## config.mk

```make
export PLATFORM = sky130hd
export DESIGN_NAME = hbm_vertex_arbiter_flat
export DESIGN_NICKNAME = d
export VERILOG_FILES = /design/src/rtl/hbm_vertex_arbiter_if.sv /design/src/rtl/hbm_vertex_arbiter.sv /design/src/flat_wrapper.sv
export SDC_FILE = /design/constraint.sdc
export NUM_CORES = 1
export LEC_CHECK = 0
export CAP_MARGIN = 20
export CORE_AREA = 2 2 371 373
export CTS_CLUSTER_SIZE = 8
export DETAILED_ROUTE_END_ITERATION = 8
export DIE_AREA = 0 0 373 375
export SETUP_SLACK_MARGIN = 0.05
export SYNTH_ARGS = -nofsm -noshare
export SYNTH_HDL_FRONTEND = slang
export SYNTH_SLANG_ARGS = --single-unit
```

## constraint.sdc

```tcl
create_clock -name clk -period 2.37 [get_ports clk]
set_input_delay 0.474 -clock clk [delete_from_list [all_inputs] [get_ports clk]]
set_output_delay 0.474 -clock clk [all_outputs]
set_load 0.01 [all_outputs]
```

## src/rtl/hbm_vertex_arbiter_if.sv

```systemverilog
// ---------------------------------------------------------------------------
// hbm_vertex_arbiter_if
// Bundles the requester side (MPU = index 0, VMU = index 1) and the HBM vertex
// engine side of the vertex arbiter into one interface.
//   slave  : seen by the arbiter (requests/engine status in, grants/engine
//            controls out)
//   master : seen by whoever drives the requesters and the engine model
// Signals:
//   Req/ReqWrite/ReqBurst*/ReqAddr*/WrData*/WrReady*  requester inputs
//   Gnt/Done/RdReady/WrResp/Busy/Timeout              requester-side status
//   HBM_Start*/HBM_*Burst/HBM_*Address/HBM_Write*     engine controls
//   HBM_ReadReady/HBM_EndRead/HBM_WriteResp/HBM_EndWrite  engine status
// ---------------------------------------------------------------------------
interface hbm_vertex_arbiter_if #(
  parameter int DATAWIDTH = 256
);
  logic [1:0]           Req;
  logic [1:0]           ReqWrite;
  logic [7:0]           ReqBurst0;
  logic [7:0]           ReqBurst1;
  logic [32:0]          ReqAddr0;
  logic [32:0]          ReqAddr1;
  logic [DATAWIDTH-1:0] WrData0;
  logic [DATAWIDTH-1:0] WrData1;
  logic                 WrReady0;
  logic                 WrReady1;

  logic [1:0]           Gnt;
  logic [1:0]           Done;
  logic [1:0]           RdReady;
  logic [1:0]           WrResp;
  logic                 Busy;
  logic                 Timeout;

  logic                 HBM_StartRead;
  logic                 HBM_StartWrite;
  logic [7:0]           HBM_ReadBurst;
  logic [7:0]           HBM_WriteBurst;
  logic [32:0]          HBM_ReadAddress;
  logic [32:0]          HBM_WriteAddress;
  logic [DATAWIDTH-1:0] HBM_WriteData;
  logic                 HBM_WriteReady;

  logic                 HBM_ReadReady;
  logic                 HBM_EndRead;
  logic                 HBM_WriteResp;
  logic                 HBM_EndWrite;

  modport slave (
    input  Req, ReqWrite, ReqBurst0, ReqBurst1, ReqAddr0, ReqAddr1,
           WrData0, WrData1, WrReady0, WrReady1,
           HBM_ReadReady, HBM_EndRead, HBM_WriteResp, HBM_EndWrite,
    output Gnt, Done, RdReady, WrResp, Busy, Timeout,
           HBM_StartRead, HBM_StartWrite, HBM_ReadBurst, HBM_WriteBurst,
           HBM_ReadAddress, HBM_WriteAddress, HBM_WriteData, HBM_WriteReady
  );

  modport master (
    output Req, ReqWrite, ReqBurst0, ReqBurst1, ReqAddr0, ReqAddr1,
           WrData0, WrData1, WrReady0, WrReady1,
           HBM_ReadReady, HBM_EndRead, HBM_WriteResp, HBM_EndWrite,
    input  Gnt, Done, RdReady, WrResp, Busy, Timeout,
           HBM_StartRead, HBM_StartWrite, HBM_ReadBurst, HBM_WriteBurst,
           HBM_ReadAddress, HBM_WriteAddress, HBM_WriteData, HBM_WriteReady
  );
endinterface

```

## src/rtl/hbm_vertex_arbiter.sv

```systemverilog
// ---------------------------------------------------------------------------
// hbm_vertex_arbiter
// Shares the single HBM vertex AXI master engine between the MPU (requester 0)
// and the VMU (requester 1) with registered, round-robin, transaction-level
// arbitration. A grant is held from the engine start until EndRead/EndWrite of
// the granted op; engine status and write beats are routed to the owner only.
// A watchdog aborts a transaction that never ends and sets a sticky Timeout.
// Ports:
//   clk    clock
//   reset  synchronous, active-high
//   bus    hbm_vertex_arbiter_if.slave (requester and engine signals)
// Parameters:
//   DATAWIDTH   vertex beat width
//   TIMEOUT     max cycles in WAIT_END before abort, 0 disables the watchdog
//   FIRST_PRIO  requester that wins a simultaneous request after reset
// ---------------------------------------------------------------------------
module hbm_vertex_arbiter #(
  parameter int   DATAWIDTH  = 256,
  parameter int   TIMEOUT    = 4096,
  parameter logic FIRST_PRIO = 1'b1
) (
  input logic                 clk,
  input logic                 reset,
  hbm_vertex_arbiter_if.slave bus
);

  // Counter is sized so it can hold TIMEOUT; keep at least one bit when the
  // watchdog is disabled.
  localparam int CNTW = (TIMEOUT > 0) ? $clog2(TIMEOUT + 1) : 1;
  localparam logic [CNTW-1:0] WD_LAST = CNTW'((TIMEOUT > 0) ? TIMEOUT - 1 : 0);
  localparam logic [CNTW-1:0] WD_MAX  = '1;
  localparam logic            WD_ON   = (TIMEOUT > 0);

  typedef enum logic [1:0] {
    IDLE     = 2'd0,
    ISSUE    = 2'd1,
    WAIT_END = 2'd2,
    RELEASE  = 2'd3
  } arbState_t;

  arbState_t            state;
  logic                 owner;
  logic                 opWrite;
  logic                 last;
  logic [CNTW-1:0]      wdCount;
  logic [1:0]           gntReg;
  logic [1:0]           doneReg;
  logic                 timeoutReg;
  logic                 startReadReg;
  logic                 startWriteReg;
  logic [7:0]           readBurstReg;
  logic [7:0]           writeBurstReg;
  logic [32:0]          readAddrReg;
  logic [32:0]          writeAddrReg;

  logic                 winner;
  logic                 endHit;
  logic                 wdExpire;
  logic [1:0]           rdReadyRoute;
  logic [1:0]           wrRespRoute;
  logic [DATAWIDTH-1:0] writeData;

  // Round robin: a lone requester always wins, a tie goes to whoever was not
  // served last.
  assign winner   = (bus.Req == 2'b11) ? ~last : bus.Req[1];
  // Only the End of the granted op type terminates the transaction.
  assign endHit   = opWrite ? bus.HBM_EndWrite : bus.HBM_EndRead;
  assign wdExpire = WD_ON && (wdCount == WD_LAST);

  always_ff @(posedge clk) begin
    if (reset) begin
      state         <= IDLE;
      owner         <= 1'b0;
      opWrite       <= 1'b0;
      last          <= ~FIRST_PRIO;
      wdCount       <= '0;
      gntReg        <= 2'b00;
      doneReg       <= 2'b00;
      timeoutReg    <= 1'b0;
      startReadReg  <= 1'b0;
      startWriteReg <= 1'b0;
      readBurstReg  <= '0;
      writeBurstReg <= '0;
      readAddrReg   <= '0;
      writeAddrReg  <= '0;
    end else begin
      // Start and Done are single-cycle pulses.
      startReadReg  <= 1'b0;
      startWriteReg <= 1'b0;
      doneReg       <= 2'b00;
      case (state)
        IDLE: begin
          if (|bus.Req) begin
            owner   <= winner;
            last    <= winner;
            opWrite <= bus.ReqWrite[winner];
            gntReg  <= winner ? 2'b10 : 2'b01;
            if (bus.ReqWrite[winner]) begin
              writeAddrReg  <= winner ? bus.ReqAddr1 : bus.ReqAddr0;
              writeBurstReg <= winner ? bus.ReqBurst1 : bus.ReqBurst0;
              startWriteReg <= 1'b1;
            end else begin
              readAddrReg   <= winner ? bus.ReqAddr1 : bus.ReqAddr0;
              readBurstReg  <= winner ? bus.ReqBurst1 : bus.ReqBurst0;
              startReadReg  <= 1'b1;
            end
            state <= ISSUE;
          end
        end
        ISSUE: begin
          wdCount <= '0;
          // A very short engine transaction may already end in the start cycle.
          if (endHit) begin
            doneReg <= owner ? 2'b10 : 2'b01;
            gntReg  <= 2'b00;
            state   <= RELEASE;
          end else begin
            state   <= WAIT_END;
          end
        end
        WAIT_END: begin
          if (endHit) begin
            doneReg <= owner ? 2'b10 : 2'b01;
            gntReg  <= 2'b00;
            state   <= RELEASE;
          end else if (wdExpire) begin
            // Abort silently: the owner gets no Done, only the sticky flag.
            timeoutReg <= 1'b1;
            gntReg     <= 2'b00;
            state      <= RELEASE;
          end else if (wdCount != WD_MAX) begin
            wdCount <= wdCount + 1'b1;
          end
        end
        RELEASE: begin
          // One dead cycle so consecutive engine starts are spaced apart.
          state <= IDLE;
        end
        default: state <= IDLE;
      endcase
    end
  end

  // Engine status goes only to the current grant owner.
  for (genvar gi = 0; gi < 2; gi++) begin : g_route
    assign rdReadyRoute[gi] = bus.HBM_ReadReady & gntReg[gi];
    assign wrRespRoute[gi]  = bus.HBM_WriteResp & gntReg[gi];
  end

  always_comb begin
    writeData = '0;
    if (gntReg[1]) begin
      writeData = bus.WrData1;
    end else if (gntReg[0]) begin
      writeData = bus.WrData0;
    end
  end

  assign bus.Gnt              = gntReg;
  assign bus.Done             = doneReg;
  assign bus.RdReady          = rdReadyRoute;
  assign bus.WrResp           = wrRespRoute;
  assign bus.Busy             = (state != IDLE);
  assign bus.Timeout          = timeoutReg;
  assign bus.HBM_StartRead    = startReadReg;
  assign bus.HBM_StartWrite   = startWriteReg;
  assign bus.HBM_ReadBurst    = readBurstReg;
  assign bus.HBM_WriteBurst   = writeBurstReg;
  assign bus.HBM_ReadAddress  = readAddrReg;
  assign bus.HBM_WriteAddress = writeAddrReg;
  assign bus.HBM_WriteData    = writeData;
  assign bus.HBM_WriteReady   = opWrite &
                                ((gntReg[0] & bus.WrReady0) | (gntReg[1] & bus.WrReady1));

endmodule

```

## src/flat_wrapper.sv

```systemverilog
// flat-port wrapper written by rule: the top's interface ports become plain ports
module hbm_vertex_arbiter_flat 
#(
  parameter int   DATAWIDTH  = 256,
  parameter int   TIMEOUT    = 4096,
  parameter logic FIRST_PRIO = 1'b1
)
  (clk, reset, bus_Req, bus_ReqWrite, bus_ReqBurst0, bus_ReqBurst1, bus_ReqAddr0, bus_ReqAddr1, bus_WrData0, bus_WrData1, bus_WrReady0, bus_WrReady1, bus_HBM_ReadReady, bus_HBM_EndRead, bus_HBM_WriteResp, bus_HBM_EndWrite, bus_Gnt, bus_Done, bus_RdReady, bus_WrResp, bus_Busy, bus_Timeout, bus_HBM_StartRead, bus_HBM_StartWrite, bus_HBM_ReadBurst, bus_HBM_WriteBurst, bus_HBM_ReadAddress, bus_HBM_WriteAddress, bus_HBM_WriteData, bus_HBM_WriteReady);
  hbm_vertex_arbiter_if #(.DATAWIDTH(DATAWIDTH)) bus_i ();
  input logic clk;
  input logic reset;
  input wire logic [$bits(bus_i.Req)-1:0] bus_Req;
  input wire logic [$bits(bus_i.ReqWrite)-1:0] bus_ReqWrite;
  input wire logic [$bits(bus_i.ReqBurst0)-1:0] bus_ReqBurst0;
  input wire logic [$bits(bus_i.ReqBurst1)-1:0] bus_ReqBurst1;
  input wire logic [$bits(bus_i.ReqAddr0)-1:0] bus_ReqAddr0;
  input wire logic [$bits(bus_i.ReqAddr1)-1:0] bus_ReqAddr1;
  input wire logic [$bits(bus_i.WrData0)-1:0] bus_WrData0;
  input wire logic [$bits(bus_i.WrData1)-1:0] bus_WrData1;
  input wire logic [$bits(bus_i.WrReady0)-1:0] bus_WrReady0;
  input wire logic [$bits(bus_i.WrReady1)-1:0] bus_WrReady1;
  input wire logic [$bits(bus_i.HBM_ReadReady)-1:0] bus_HBM_ReadReady;
  input wire logic [$bits(bus_i.HBM_EndRead)-1:0] bus_HBM_EndRead;
  input wire logic [$bits(bus_i.HBM_WriteResp)-1:0] bus_HBM_WriteResp;
  input wire logic [$bits(bus_i.HBM_EndWrite)-1:0] bus_HBM_EndWrite;
  output wire logic [$bits(bus_i.Gnt)-1:0] bus_Gnt;
  output wire logic [$bits(bus_i.Done)-1:0] bus_Done;
  output wire logic [$bits(bus_i.RdReady)-1:0] bus_RdReady;
  output wire logic [$bits(bus_i.WrResp)-1:0] bus_WrResp;
  output wire logic [$bits(bus_i.Busy)-1:0] bus_Busy;
  output wire logic [$bits(bus_i.Timeout)-1:0] bus_Timeout;
  output wire logic [$bits(bus_i.HBM_StartRead)-1:0] bus_HBM_StartRead;
  output wire logic [$bits(bus_i.HBM_StartWrite)-1:0] bus_HBM_StartWrite;
  output wire logic [$bits(bus_i.HBM_ReadBurst)-1:0] bus_HBM_ReadBurst;
  output wire logic [$bits(bus_i.HBM_WriteBurst)-1:0] bus_HBM_WriteBurst;
  output wire logic [$bits(bus_i.HBM_ReadAddress)-1:0] bus_HBM_ReadAddress;
  output wire logic [$bits(bus_i.HBM_WriteAddress)-1:0] bus_HBM_WriteAddress;
  output wire logic [$bits(bus_i.HBM_WriteData)-1:0] bus_HBM_WriteData;
  output wire logic [$bits(bus_i.HBM_WriteReady)-1:0] bus_HBM_WriteReady;
  assign bus_i.Req = bus_Req;
  assign bus_i.ReqWrite = bus_ReqWrite;
  assign bus_i.ReqBurst0 = bus_ReqBurst0;
  assign bus_i.ReqBurst1 = bus_ReqBurst1;
  assign bus_i.ReqAddr0 = bus_ReqAddr0;
  assign bus_i.ReqAddr1 = bus_ReqAddr1;
  assign bus_i.WrData0 = bus_WrData0;
  assign bus_i.WrData1 = bus_WrData1;
  assign bus_i.WrReady0 = bus_WrReady0;
  assign bus_i.WrReady1 = bus_WrReady1;
  assign bus_i.HBM_ReadReady = bus_HBM_ReadReady;
  assign bus_i.HBM_EndRead = bus_HBM_EndRead;
  assign bus_i.HBM_WriteResp = bus_HBM_WriteResp;
  assign bus_i.HBM_EndWrite = bus_HBM_EndWrite;
  assign bus_Gnt = bus_i.Gnt;
  assign bus_Done = bus_i.Done;
  assign bus_RdReady = bus_i.RdReady;
  assign bus_WrResp = bus_i.WrResp;
  assign bus_Busy = bus_i.Busy;
  assign bus_Timeout = bus_i.Timeout;
  assign bus_HBM_StartRead = bus_i.HBM_StartRead;
  assign bus_HBM_StartWrite = bus_i.HBM_StartWrite;
  assign bus_HBM_ReadBurst = bus_i.HBM_ReadBurst;
  assign bus_HBM_WriteBurst = bus_i.HBM_WriteBurst;
  assign bus_HBM_ReadAddress = bus_i.HBM_ReadAddress;
  assign bus_HBM_WriteAddress = bus_i.HBM_WriteAddress;
  assign bus_HBM_WriteData = bus_i.HBM_WriteData;
  assign bus_HBM_WriteReady = bus_i.HBM_WriteReady;
  hbm_vertex_arbiter #(.DATAWIDTH(DATAWIDTH), .TIMEOUT(TIMEOUT), .FIRST_PRIO(FIRST_PRIO)) u_core (.clk(clk), .reset(reset), .bus(bus_i));
endmodule
```

* After elaboration in Yosys (flattened, before gate mapping)
Cells that the tools add are included.
Word-level totals: output and inout port bits 351, bits in registers 106, input port bits 606, word-level logic and storage cells 82
Operators by class: muxes and demuxes 26, add/subtract/negate cells 1, $lt $le $gt $ge 1, reductions and logical operators 15, bitwise gates (word level) 14, equality and inequality tests 12
Operators by type and width (number):
- 2-to-1 mux 256 bit | 2
- 2-to-1 mux 13 bit | 3
- 2-to-1 mux 33 bit | 1
- case mux 13 bit (2 select lines) | 1
- 2-to-1 mux 2 bit | 9
- adder 13 x 1 -> 13 bit, second input constant | 1
- equality test 13 x 12 -> 1 bit, second input constant | 1
- != test 13 bit, second input constant | 1
- AND reduction 3 bit | 3
- 2-to-1 mux 8 bit | 1
- case mux 2 bit (4 select lines) | 1
- AND reduction 4 bit | 2
- bitwise AND 1 bit | 7
- 2-to-1 mux 1 bit | 7
- equality test 2 bit, second input constant | 3
- != test 2 x 1 -> 1 bit, second input constant | 3
- inverter 1 bit | 6
- case mux 2 bit (3 select lines) | 1
- OR reduction 3 bit | 2
- != test 2 bit, second input constant | 2
- AND reduction 2 bit | 2
- nonzero test 2 bit | 2
- OR reduction 2 bit | 2
- != test 3 x 1 -> 1 bit, second input constant | 1
- other kinds (5) | 5

* Logic depth before layout (Yosys ltp)
Gate-level depths: netlist (run 1).
word-level depth 6, mapped depth 8, depth with buffers taken out 7

* Worst setup path before layout (run 1)
OpenSTA, ideal clock, no wires.
path type reg2out, start point register u_core.gntReg[1], in the netlist u_core.bus.Gnt[1], end point output bus_HBM_WriteData[235], arrival 1521 ps, path buffers 4, stages on the path, launching flop included 7, required time 1896 ps, slack 375 ps, cell sequence dfxtp_1 -> clkbuf_1 -> nor2b_1 -> clkbuf_1 -> clkbuf_1 -> buf_1 -> a22o_1
On the way: word-level cells in the longest chain between the ends 1
Ends and longest elaborated chain:
- from (decl) | line hbm_vertex_arbiter.sv:46 | logic [1:0] gntReg;
- from (signal assigned) | line hbm_vertex_arbiter.sv:97 | gntReg <= winner ? 2'b10 : 2'b01;
- 2-to-1 mux 256 bit | line hbm_vertex_arbiter.sv:152 | if (gntReg[1]) begin
- to (decl) | line flat_wrapper.sv:38 | output wire logic [$bits(bus_i.HBM_WriteData)-1:0] bus_HBM_WriteData;
No other way between the ends.

* Worst setup path after layout (run 1)
start point register u_core.gntReg[1], in the netlist u_core.bus.Gnt[1], end point output bus_HBM_WriteData[205]
The elaborated chain is that of the path after synthesis.

==> impl_metrics.env, run 1 <==
export IMPL_number_of_buffers_created_by_cts=9
export IMPL_reg2reg_depth=7
export IMPL_post_route_minimum_period_ns=2.38
export IMPL_netSwitchingFraction_pct=43.0
export IMPL_seq_power_share_pct=13.8
export IMPL_cts_root_to_sink_buffers=2
export IMPL_ctsHtreeMaxLevel=3
export IMPL_comb_power_share_pct=77.6
export IMPL_synth_enable_flop_cells=0
export IMPL_drive_gt1_share_pct=23.8
export IMPL_ff2ff_setup_slack_ns=0.29
export IMPL_ys_types=49
export IMPL_drt_total_wl_um=104000
export IMPL_grt_total_usage_pct=14.1
export IMPL_post_route_drc_count=0
export IMPL_cp_data_arrival_time_ns=1.90
export IMPL_multiInputGateArea_um2=4860
export IMPL_placedInstanceArea_um2=19300
export IMPL_design_final_nets=2376
export IMPL_synth_yosys_warnings=0
export IMPL_grt_max_degree=87
export IMPL_synthFlopType="dfxtp_1"
export IMPL_syn_nets=1392
export IMPL_syn_mean_instance_area_um2=8.79
export IMPL_clock_fmax_ghz=0.421
export IMPL_dr_total_vias=11700
export IMPL_cp_data_required_time_ns=1.90
export IMPL_postSynth_asyncResetShare_pct=0
export IMPL_path_type_of_the_worst_setup_path="reg2out"
export IMPL_grt_antenna_before_repair=129
export IMPL_tightest_slew_ns=0.665
export IMPL_routed_wire_length_per_instance_um=29.0
export IMPL_power_leakage_nw=8.05
export IMPL_timing_rr_start="u_core.last"
export IMPL_gpl_final_weighted_congestion=0.950
export IMPL_vias_per_cell=3.26
export IMPL_clkLatencyLatePin_ns=0.39
export IMPL_globalRouteOverflowTotal=0
export IMPL_io_pins=957
export IMPL_final_setup_worst_slack_ns=-0.00617
export IMPL_path_clk_slew_ns=0.07
export IMPL_initial_core_util_pct=5.03
export IMPL_total_switching_power_mw=7.59
export IMPL_area_inside_the_core_boundary_um2=136000
export IMPL_setup_worst_path_end_class="output port"
export IMPL_vias_in_the_first_global_route=11300
export IMPL_synth_seq_area_share_pct=30.9
export IMPL_cts_sink_count=106
export IMPL_tritoncts_clock_tree="yes"
export IMPL_layout_filler_cells=15300
export IMPL_grt_first_pass_wirelength_um=126000
export IMPL_setup_violations=4
export IMPL_clock_power_share_pct=8.6
export IMPL_regArea_um2=2130
export IMPL_cts_root_buffer_cell="clkbuf_16"
export IMPL_grt_setup_unrepaired="true"
export IMPL_ir_drop_mv=0.404
export IMPL_critical_path_startpoint="u_core.bus.Gnt[1]"
export IMPL_skew_final_ns=0.0153
export IMPL_failed_checks="setup timing"
export IMPL_end_of_the_critical_path="bus_HBM_WriteData[205]"
export IMPL_final_hold_vio_count=0
export IMPL_maximum_fanout_encountered_on_the_critical_timing_path=7
export IMPL_crit_path_start_kind="register"
export IMPL_drt_antenna_violating_nets=0
export IMPL_synthesis_to_finish_area_growth_pct=204
export IMPL_maxSlewViolCount=0
export IMPL_met1_track_utilization_from_global_routing_pct=14.8
export IMPL_period_share_pct=100
export IMPL_timing_max_slew_rel_slack_pct=55.6
export IMPL_reg2reg_to="u_core.bus.HBM_WriteAddress[21]"
export IMPL_run_status="finished with violations"
export IMPL_first_pass_iters=5
export IMPL_hp_class="in2reg"
export IMPL_place_port_buffers=956
export IMPL_hold_buf_cts=0
export IMPL_chipHeight_um=375
export IMPL_postSynthCellCount=781
export IMPL_powerDensity_nw_per_um2=845
export IMPL_drt_first_iter_violations=654
export IMPL_grt_busiest_layer="met2"
export IMPL_dp_hpwl_um=89900
export IMPL_flop_and_latch_count_out_of_synthesis=106
export IMPL_globalRouteMet2Util_pct=23.8
export IMPL_fin_worst_hold_slack_ns=0.407
export IMPL_max_cap_violations=0
export IMPL_die_width_um=373
export IMPL_std_cell_rows=136
export IMPL_internal_power_mw=10.1
export IMPL_use_met3_pct=7.71
export IMPL_syn_area_um2=6860
export IMPL_design_area_um2=20900
export IMPL_fp_dieArea_um2=140000
## placed cells by master (no fill, tap or decap), types with 5 or more instances in the layout
master / Yosys / final
a211oi_1: 83 / 83
a21oi_1: 11 / 11
a22o_1: 256 / 195
a22o_4: 0 / 57
and2_1: 6 / 6
buf_12: 0 / 74
buf_16: 0 / 19
buf_2: 17 / 64
buf_4: 3 / 55
buf_6: 0 / 61
buf_8: 0 / 9
clkbuf_16: 0 / 12
clkbuf_2: 0 / 35
clkdlybuf4s15_1: 0 / 19
clkdlybuf4s15_2: 0 / 7
clkdlybuf4s50_1: 0 / 694
dfxtp_1: 106 / 104
diode_2: 0 / 18
dlygate4sd2_1: 0 / 21
ha_1: 5 / 5
inv_1: 9 / 8
mux2i_1: 43 / 43
nand2_1: 15 / 15
nor2_1: 99 / 98
nor3_1: 5 / 5
## worst max-delay path, cell delays in order (launching register included)
cell and delay [ns]:
dfxtp_4 0.37, nor2b_4 0.16, buf_12 0.16, buf_16 0.16, buf_12 0.14, buf_6 0.11, buf_6 0.10, a22o_1 0.16
buf_2 0.15
## Yosys cell counts (2+ instances only)
master / n / area, µm²
and2_1: 6 / 37.5
a211oi_1: 83 / 623
or3_1: 2 / 12.5
a32oi_1: 2 / 17.5
clkbuf_1: 72 / 270
inv_1: 9 / 33.8
a22o_1: 256 / 2240
mux2i_1: 43 / 430
nor3_1: 5 / 25.0
nor2_1: 99 / 372
a31oi_1: 2 / 12.5
buf_2: 17 / 85.1
a21oi_1: 11 / 55.1
dfxtp_1: 106 / 2120
buf_4: 3 / 22.5
nand2_1: 15 / 56.3
xnor2_1: 4 / 35.0
nor4_1: 4 / 25.0
nor2b_1: 3 / 18.8
ha_1: 5 / 62.6
nand3b_1: 3 / 22.5
nand3_1: 4 / 20.0
## registers in the layout (all words and copies together) (netlist names), 2 cells and up
register / cells
u_core.bus.Done: 2
u_core.wdCount: 13
u_core.bus.HBM_ReadBurst: 8
u_core.state: 2
u_core.bus.HBM_WriteAddress: 33
u_core.bus.HBM_ReadAddress: 33
u_core.bus.HBM_WriteBurst: 8
u_core.bus.Gnt: 2
## worst min-delay path by stage
stage                            startpoint           endpoint  slack [ns]  depth (start not counted)
final                                 reset  u_core.bus.Gnt[0]        0.41                          2
after global routing                  reset  u_core.bus.Gnt[0]        0.40                          2
after CTS                             reset  u_core.bus.Gnt[0]        0.36                          2
after detailed placement  u_core.wdCount[3]  u_core.wdCount[3]        0.46                          2
after global placement    u_core.wdCount[3]  u_core.wdCount[3]        0.45                          2
after floorplan           u_core.wdCount[3]  u_core.wdCount[3]        0.44                          2
## metal layers
metal | vias to the layer above | wire, µm | share of wire (%)
met5 | - | 424 | 0.41
met3 | 245 | 13600 | 13
met2 | 878 | 49500 | 48
met1 | 5397 | 37400 | 36
met4 | 66 | 2990 | 2.9
li1 | 5097 | - | -
## layout make-up
| cell class | count | area share [%] |
|---|---|---|
| multi-input combinational | 573 | 23.3 |
| clock buffer | 10 | 1.14 |
| antenna | 18 | 0.216 |
| inverter | 9 | 0.180 |
| timing repair buffer | 1066 | 54.1 |
| sequential | 106 | 10.2 |
| clock inverter | 5 | 0.186 |
| tap | 1794 | 10.7 |
## power by group through the flow
| stage | Sequential (mW) | Clock, mW | Combinational [mW] |
|---|---|---|---|
| finish | 2.44 | 1.51 | 13.7 |
| global route | 2.49 | 1.66 | 14.4 |
| CTS | 2.44 | 1.59 | 13.8 |
| detailed placement | 2.47 | 0 | 12.1 |
| global placement | 2.46 | 0 | 12.1 |
| floorplan | 2.59 | 0 | 3.99 |
## through the flow
stage | total power, mW | setup slack [ns] | instances | utilization, % | TNS, ns
after floorplan | 6.58 | 0.375 | 781 | - | 0
after global placement | 14.6 | 0.0172 | 3486 | 14.2 | 0
after detailed placement | 14.6 | -0.0155 | 3486 | 14.2 | -0.0185
after CTS | 17.8 | -0.213 | 3561 | 15.3 | -2.16
after global routing | 18.5 | -0.0836 | 3574 | 15.3 | -0.715
final | 17.6 | -0.00617 | 3581 | 15.3 | -0.0104
## repair_timing
| item | in CTS | in global routing |
|---|---|---|
| resized for setup | 666 | 120 |
| pin swaps | 22 | 27 |
| setup endpoints to repair | 207 | 128 |
| cloned | 19 | 3 |
| buffers inserted | 42 | 9 |
## logic make-up after synthesis
| kind of cell | synth area share (%) |
|---|---|
| compound gates | 44.5 |
| simple gates | 10.4 |
| mux | 6.47 |
| xor+xnor | 0.638 |
| buf+inv | 6.05 |
| fa+ha+maj | 0.912 |
| flops | 30.9 |
(Power assumes the default switching activity.)
==> run 2, diff against run 1 <==
SETUP_SLACK_MARGIN = default   (was 0.05)
==> impl_metrics.env, run 2 (synthesis results as in run 1) <==
export IMPL_preCtsSetupSlack_ns=-0.0155
export IMPL_cp_data_required_time_ns=1.90
export IMPL_critical_path_startpoint="u_core.bus.Gnt[1]"
export IMPL_failed_checks="setup timing"
export IMPL_drt_total_wl_um=103000
export IMPL_chipHeight_um=375
export IMPL_design_final_nets=2363
export IMPL_cts_root_to_sink_buffers=2
export IMPL_timing_rr_start="u_core.last"
export IMPL_grt_antenna_before_repair=125
export IMPL_tritoncts_clock_tree="yes"
export IMPL_drive_gt1_share_pct=22.2
export IMPL_routed_wire_length_per_instance_um=28.9
export IMPL_dp_hpwl_um=89900
export IMPL_gpl_final_weighted_congestion=0.950
export IMPL_fin_cells=3570
export IMPL_end_of_the_critical_path="bus_HBM_WriteData[97]"
export IMPL_grt_first_pass_wirelength_um=125000
export IMPL_reg2reg_depth=7
export IMPL_io_pins=957
export IMPL_maxSlewViolCount=0
export IMPL_cp_data_arrival_time_ns=1.99
export IMPL_clkLatencyLatePin_ns=0.39
export IMPL_most_common_cell_after_layout_fill_and_taps_aside="clkdlybuf4s50_1"
export IMPL_crit_path_start_kind="register"
export IMPL_setup_worst_path_end_class="output port"
export IMPL_dr_total_vias=11600
export IMPL_number_of_buffers_created_by_cts=9
export IMPL_final_hold_vio_count=0
export IMPL_post_route_drc_count=0
export IMPL_die_width_um=373
export IMPL_regArea_um2=2130
export IMPL_clock_fmax_ghz=0.405
export IMPL_setup_violations=28
export IMPL_hold_depth=2
export IMPL_period_share_pct=104
export IMPL_route_met2_wl_um=47500
export IMPL_skew_final_ns=0.0163
export IMPL_maximum_fanout_encountered_on_the_critical_timing_path=11
export IMPL_powerDensity_nw_per_um2=838
export IMPL_layout_filler_cells=15400
export IMPL_top_layer_used="met5"
export IMPL_final_setup_worst_slack_ns=-0.0987
export IMPL_tightest_slew_ns=0.661
export IMPL_path_clk_slew_ns=0.07
export IMPL_hold_buf_cts=0
export IMPL_grt_total_usage_pct=14.0
export IMPL_reg2reg_to="u_core.bus.HBM_WriteAddress[21]"
export IMPL_hp_class="in2reg"
export IMPL_cts_root_buffer_cell="clkbuf_16"
export IMPL_std_cell_rows=136
export IMPL_globalRouteOverflowTotal=0
export IMPL_area_inside_the_core_boundary_um2=136000
export IMPL_path_type_of_the_worst_setup_path="reg2out"
export IMPL_vias_in_the_first_global_route=11200
export IMPL_run_status="finished with violations"
export IMPL_power_leakage_nw=7.90
export IMPL_final_cell_mix="clkdlybuf4s50_1 (709), a22o_1 (199), dfxtp_1 (104), nor2_1 (98), a211oi_1 (83)"
export IMPL_place_port_buffers=956
export IMPL_cts_sink_count=106
export IMPL_synthesis_to_finish_area_growth_pct=201
export IMPL_fp_dieArea_um2=140000
export IMPL_timing_max_slew_rel_slack_pct=55.9
export IMPL_wl_met3_um=13300
export IMPL_max_cap_violations=0
export IMPL_ir_drop_mv=0.403
export IMPL_grt_setup_unrepaired="true"
export IMPL_ff2ff_setup_slack_ns=0.29
export IMPL_drt_antenna_violating_nets=0
export IMPL_vias_per_cell=3.26
export IMPL_multiInputGateArea_um2=4830
export IMPL_drt_first_iter_violations=742
export IMPL_post_route_minimum_period_ns=2.47
export IMPL_initial_core_util_pct=5.03
export IMPL_place_inst=3486
export IMPL_first_pass_iters=5
export IMPL_ctsHtreeMaxLevel=3
export IMPL_detail_route_wirelength_met1_um=37500
export IMPL_grt_max_degree=87
## run 2: cell types whose count changed in the layout (fill, tap and decap cells not counted), moves of 3 or more
cell	previous run	this run
buf_6	61	46
clkdlybuf4s50_1	694	709
clkbuf_2	35	23
clkdlybuf4s15_1	19	8
dlygate4sd2_1	21	32
buf_16	19	13
buf_2	64	69
a22o_1	195	199
buf_12	74	70
a22o_4	57	54
clkdlybuf4s15_2	7	10
## run 2: routing by layer
layer | up-vias | GRT usage, %
li1 | 5059 | -
met3 | 246 | 7.24
met4 | 62 | 5.60
met5 | - | 0
met2 | 881 | 23.3
met1 | 5384 | 14.8
## run 2: worst max-delay path, stage by stage, from the launching register on
cell             delay (ns)
dfxtp_4                0.37
nor2b_4                0.16
buf_6                  0.17
buf_12                 0.16
a22o_1                 0.19
clkdlybuf4s50_1        0.55
## run 2: worst min path at each step
stage	from	to	slack, ns
floorplan	u_core.wdCount[3]	u_core.wdCount[3]	0.44
finish	reset	u_core.bus.Gnt[0]	0.40
global placement	u_core.wdCount[3]	u_core.wdCount[3]	0.45
global route	reset	u_core.bus.Gnt[0]	0.40
CTS	reset	u_core.bus.Gnt[0]	0.36
detailed placement	u_core.wdCount[3]	u_core.wdCount[3]	0.46
## run 2: repair_timing
item	4_1_cts	5_1_grt
setup buffers	33	6
gates resized for setup	594	94
gates cloned	12	6
setup endpoints to repair	198	122
pin swaps	16	19
## run 2: per-stage QoR
| step | cell area [µm²] | setup TNS, ns | total power [mW] | hold WS, ns | utilization, % |
|---|---|---|---|---|---|
| final | 20600 | -1.34 | 17.3 | 0.404 | 15.1 |
| after global routing | 20600 | -4.74 | 18.2 | 0.402 | 15.1 |
| after CTS | 20500 | -5.20 | 17.3 | 0.362 | 15.0 |
| after detailed placement | 19300 | -0.0185 | 14.6 | 0.463 | 14.2 |
| after global placement | 19300 | 0 | 14.6 | 0.447 | 14.2 |
| after floorplan | 6860 | 0 | 6.58 | 0.435 | - |
## run 2: final cells by class
type,count,share of cell area [%]
Timing Repair Buffer,1053,53.6
Clock buffer,10,1.16
Sequential cell,106,10.3
Clock inverter,5,0.188
Tap cell,1794,10.9
Multi-Input combinational cell,573,23.4
Inverter,9,0.182
Antenna cell,20,0.243
## run 2: power breakdown
part           internal, mW  switching, mW  leakage, nW
Combinational          6.89           6.45         6.89
Clock                 0.745          0.770        0.135
Sequential             2.18          0.258        0.871
Total                  9.81           7.47         7.90
